### src/rtl/booth_mul_unit.sv
// booth_mul_unit: three-stage radix-4 Booth multiplier for MUL/MULH/MULHSU/MULHU.
// Stage 1 Booth-encodes into partial products, stage 2 reduces them with carry-save adders, stage 3 resolves them.
module booth_mul_unit #(
   parameter int WIDTH     = 32,
   parameter int TAG_WIDTH = 5
) (
   input  logic                 clk,
   input  logic                 rst_n,
   input  logic                 flush,
   input  logic                 in_valid,
   output logic                 in_ready,
   input  logic [1:0]           op,
   input  logic [WIDTH-1:0]     src_a,
   input  logic [WIDTH-1:0]     src_b,
   input  logic [TAG_WIDTH-1:0] tag_in,
   output logic                 out_valid,
   input  logic                 out_ready,
   output logic [WIDTH-1:0]     result,
   output logic [TAG_WIDTH-1:0] tag_out
);

   localparam int EW  = WIDTH + 2;
   localparam int NPP = EW / 2;
   localparam int PW  = 2 * WIDTH + 4;

   localparam logic [1:0] OP_MUL    = 2'b00;
   localparam logic [1:0] OP_MULH   = 2'b01;
   localparam logic [1:0] OP_MULHSU = 2'b10;

   function automatic logic signed [PW-1:0] booth_pp(input logic signed [EW-1:0] a,
                                                      input logic [2:0]           trip);
      logic signed [PW-1:0] ax;
      ax = {{(PW-EW){a[EW-1]}}, a};
      case (trip)
         3'b001, 3'b010: booth_pp = ax;
         3'b011:         booth_pp = ax <<< 1;
         3'b100:         booth_pp = -(ax <<< 1);
         3'b101, 3'b110: booth_pp = -ax;
         default:        booth_pp = '0;
      endcase
   endfunction

   function automatic void csa(input  logic signed [PW-1:0] x,
                               input  logic signed [PW-1:0] y,
                               input  logic signed [PW-1:0] z,
                               output logic signed [PW-1:0] s,
                               output logic signed [PW-1:0] c);
      s = x ^ y ^ z;
      c = ((x & y) | (x & z) | (y & z)) << 1;
   endfunction

   logic                   vld_p0, vld_p1, vld_p2;
   logic [1:0]             op_p0, op_p1;
   logic [TAG_WIDTH-1:0]   tag_p0, tag_p1, tag_p2;
   logic signed [PW-1:0]   pp_p0 [NPP];
   logic signed [PW-1:0]   sum_p1, carry_p1;
   logic [WIDTH-1:0]       res_p2;
   logic                   advance;

   // The stall is global: a result waiting on the consumer freezes every stage.
   assign advance  = !(vld_p2 && !out_ready);
   assign in_ready = advance;

   // ---- stage 1: operand extension and Booth partial products -> _p0
   logic signed [EW-1:0]   a_ext, b_ext;
   logic [EW:0]            b_pad;
   logic signed [PW-1:0]   pp_nxt [NPP];

   always_comb begin
      a_ext = (op == OP_MULH || op == OP_MULHSU) ? {{2{src_a[WIDTH-1]}}, src_a} : {2'b00, src_a};
      b_ext = (op == OP_MULH) ? {{2{src_b[WIDTH-1]}}, src_b} : {2'b00, src_b};
      b_pad = {b_ext, 1'b0};
      for (int g = 0; g < NPP; g++) begin
         pp_nxt[g] = booth_pp(a_ext, b_pad[2*g +: 3]) <<< (2*g);
      end
   end

   // ---- stage 2: carry-save reduction -> _p1
   logic signed [PW-1:0]   sum_nxt, carry_nxt, s_t, c_t;

   always_comb begin
      sum_nxt   = '0;
      carry_nxt = '0;
      s_t       = '0;
      c_t       = '0;
      for (int g = 0; g < NPP; g++) begin
         csa(sum_nxt, carry_nxt, pp_p0[g], s_t, c_t);
         sum_nxt   = s_t;
         carry_nxt = c_t;
      end
   end

   // ---- stage 3: carry-propagate add and word select -> _p2
   logic signed [PW-1:0]   prod;
   logic [WIDTH-1:0]       res_nxt;
   logic                   unused_prod_hi;

   assign prod           = sum_p1 + carry_p1;
   assign res_nxt        = (op_p1 == OP_MUL) ? prod[WIDTH-1:0] : prod[2*WIDTH-1:WIDTH];
   assign unused_prod_hi = ^prod[PW-1:2*WIDTH];

   always_ff @(posedge clk or negedge rst_n) begin
      if (!rst_n) begin
         vld_p0 <= 1'b0;
         vld_p1 <= 1'b0;
         vld_p2 <= 1'b0;
      end else if (flush) begin
         vld_p0 <= 1'b0;
         vld_p1 <= 1'b0;
         vld_p2 <= 1'b0;
      end else if (advance) begin
         vld_p0 <= in_valid;
         vld_p1 <= vld_p0;
         vld_p2 <= vld_p1;
      end
   end

   always_ff @(posedge clk) begin
      if (advance) begin
         for (int g = 0; g < NPP; g++) begin
            pp_p0[g] <= pp_nxt[g];
         end
         op_p0    <= op;
         tag_p0   <= tag_in;
         sum_p1   <= sum_nxt;
         carry_p1 <= carry_nxt;
         op_p1    <= op_p0;
         tag_p1   <= tag_p0;
         res_p2   <= res_nxt;
         tag_p2   <= tag_p1;
      end
   end

   assign out_valid = vld_p2;
   assign result    = vld_p2 ? res_p2 : '0;
   assign tag_out   = vld_p2 ? tag_p2 : '0;

endmodule

### config.mk
export PLATFORM = sky130hd
export DESIGN_NAME = booth_mul_unit
export DESIGN_NICKNAME = d
export VERILOG_FILES = /design/src/rtl/booth_mul_unit.sv
export SDC_FILE = /design/constraint.sdc
export NUM_CORES = 2
export LEC_CHECK = 0
export ABC_AREA = 1
export CAP_MARGIN = 10
export CORE_ASPECT_RATIO = 0.9
export CORE_MARGIN = 1.5
export CORE_UTILIZATION = 42
export CTS_BUF_LIST = sky130_fd_sc_hd__clkbuf_16
export DETAILED_ROUTE_END_ITERATION = 12
export HOLD_SLACK_MARGIN = 0.15
export MAX_ROUTING_LAYER = met4
export PLACE_DENSITY_LB_ADDON = 0.05
export SETUP_SLACK_MARGIN = 0.2
export SYNTH_ARGS = -nofsm -noshare
export SYNTH_HDL_FRONTEND = slang
export SYNTH_SLANG_ARGS = --single-unit
### constraint.sdc
create_clock -name clk -period 40.9 [get_ports clk]
set_input_delay 8.18 -clock clk [delete_from_list [all_inputs] [get_ports clk]]
set_output_delay 8.18 -clock clk [all_outputs]
set_load 0.01 [all_outputs]
==> impl_metrics.ini <==
[status]
status = finished clean

[final_layout]
mostFrequentLayoutCells = 1597 x nand2_1, 977 x edfxtp_1, 676 x fa_1, 543 x inv_1, 411 x nand3_1
final_nets = 7212
area_growth_pct = 10.5
drive_gt1_frac = 0.0689
final_common_cell = nand2_1

[clock_tree]
tritoncts = yes
numClockSinks = 980
clk_latency_ps = 780
cts_buffers = 116
cts_setup_buffers = 0
hold_buffers = 0
root_buffer = clkbuf_16
clk_pin_slew_ps = 60
cts_resized = 0
clock_path_buffers = 3
h-tree-depth = 3

[worst_setup_path]
endpoint = in_ready
rr_worst_depth = 30
worst_path_most_repeated_cell = clkdlybuf4s50_1
path_buf_inv = 3
crit_fanout = 64
r2r_slack_ps = 31980
r2r-start = pp_p0[0][62]
crit_type = primary input to primary output
critPathSlowestCell = clkdlybuf4s50_1
critical_path.cell_chain = clkdlybuf4s50_1 > nor2_1 > inv_8 > clkdlybuf4s50_1
critical_path_cell_count = 4
cp-startpoint = out_ready
cp_top_family = buffers and inverters
slowest_delay_ps = 680
r2r_end = sum_p1[63]
crit_arrival_ps = 9960
critical_path.startpoint_type = primary input
end_kind = primary output
cp.required_ps = 32720

[sta]
finClkSkew_ps = 37.8
tightest_slew_ps = 1260
rsz0062_at_grt = no
slew-limit-headroom = 0.158
tns_ps = 0
finalSetupViolCount = 0
drv_slew = 0
final-hold-violation-count = 0
finalCritPeriodShare = 0.444
max_clock_freq_ghz = 0.0551
final.min_clock_period_ps = 18140

[global_route]
antenna_found_initial = 6
grtUsageTotal = 0.305
grt_pass1_wl_um = 351000
grt_max_degree = 155
gr-total-overflow = 0
grt_pass1_vias = 49400

[placement]
io_buffers = 114
globalplace.congestion = 0.946
place_hpwl_um = 177000

[run]
drv_cap = 0

[yosys]
yosys_warnings = 0
ys_ff_latch = 980
syn_inst = 6275
syn-num-nets = 7255
synthFlopType = edfxtp_1
async_reset_ff_frac = 0.00306
synthDistinctLibCells = 49
syn_avg_cell_area_um2 = 10.6
synth-edff-count = 977
netlist_area_mm2 = 0.0666
yosysTopAreaCellShare = 0.441
yosys.area.top_type = edfxtp_1
ys_seq_area_frac = 0.442
synthTopCellsByArea = edfxtp_1 44%, fa_1 20%, nand2_1 9.0%

[detailed_routing]
first_pass_iters = 6
drt-total-wl_um = 240000
drtIter0Drc = 5940
postRouteAntennaNets = 0
routed-wl-met3_um = 20800
wl_met2_um = 103000
routedWlPerCell_um = 28.4
top_layer = met4
via_per_inst = 5.90
post-route-drc-count = 0
vias = 49800
wl_met1_um = 108000

[floorplanning]
core_area_mm2 = 0.157
io_pins = 115
fp-row-count = 138
die-area_mm2 = 0.161
die_x_um = 423
start_util = 0.423
die_h_um = 381

[min_path]
holdCritPathClass = flop to flop
min_from = pp_p0[0][1]
## metal layers
metal  vias up  track usage
met5         -            -
met4         0       0.0924
met3       374       0.0491
met2      2499        0.435
met1     25400        0.445
li1      21500            -
## synth_stat cells, types with 9 or more instances
| library cell | count |
|---|---|
| inv_2 | 14 |
| nand3b_1 | 99 |
| fa_1 | 676 |
| a22oi_1 | 35 |
| nand3_1 | 411 |
| clkinv_1 | 21 |
| edfxtp_1 | 977 |
| buf_4 | 21 |
| nand4_1 | 147 |
| buf_1 | 13 |
| o211ai_1 | 155 |
| o2111ai_1 | 102 |
| xnor2_1 | 9 |
| buf_6 | 13 |
| o22ai_1 | 162 |
| nor2_1 | 231 |
| nand2_2 | 13 |
| o221ai_1 | 53 |
| clkbuf_1 | 327 |
| or2_2 | 19 |
| xor2_1 | 22 |
| buf_2 | 70 |
| o21ai_0 | 158 |
| nand2_1 | 1598 |
| a21oi_1 | 128 |
| ha_1 | 228 |
| inv_1 | 513 |
## final cells by class
type | count | area, um2
clock buffers | 117 | 2930
inverters | 549 | 2070
multi-input cells | 4302 | 33400
diodes | 3 | 7.51
well taps | 2100 | 2630
fillers | 14500 | 83700
repair buffers | 283 | 2430
flip-flops and latches | 980 | 29400
clock inverters | 95 | 718
## per-stage QoR
step,cells,hold WS [ps],setup WS (ps),cell area [um2],util
finish,8429,413,22760,73600,0.468
global route,8428,426,22680,73600,0.468
CTS,8425,415,22730,73600,0.468
detailed placement,8213,406,22750,69900,0.444
global placement,8213,401,22740,69900,0.444
floorplan,6275,400,5650,66600,-
## sequential cells by signal, summed over array words and instances, names as in the netlist
register,count
carry_p1,46
vld_p0,1
out_valid,1
sum_p1,64
op_p1,2
res_p2,32
vld_p1,1
pp_p0,816
tag_p0,5
op_p0,2
tag_p2,5
tag_p1,5
## worst register-to-register path, delay by kind of cell, from the launching register on
family	cells	cell delay (ps)
and+or+nand+nor	11	950
DFF	1	390
adders and majority gates	15	7120
buffers and inverters	4	170
## kinds of logic (layout without fill, tap and decap cells)
| kind of cell | after synthesis | in the layout | synth area share |
|---|---|---|---|
| AO/OA/AOI/OAI | 820 | 820 | 0.0817 |
| XOR/XNOR | 34 | 34 | 0.00481 |
| adder cells (fa/ha/maj) | 904 | 904 | 0.246 |
| buffers and inverters | 993 | 1044 | 0.0600 |
| flip-flops | 980 | 980 | 0.442 |
| other | 0 | 3 | 0 |
| AND/OR/NAND/NOR | 2544 | 2544 | 0.166 |
## worst min path at each step
| stage | endpoint | depth (start not counted) |
|---|---|---|
| 6_report | sum_p1[1] | 0 |
| 5_1_grt | tag_p2[2] | 0 |
| 4_1_cts | sum_p1[1] | 0 |
| 3_5_place_dp | op_p1[0] | 0 |
| 3_3_place_gp | op_p1[0] | 0 |
| 2_1_floorplan | op_p1[0] | 0 |
Power is left out: the tool's default activity adds up to more than one toggle a clock period on the data nets, which glitch-free logic cannot reach.
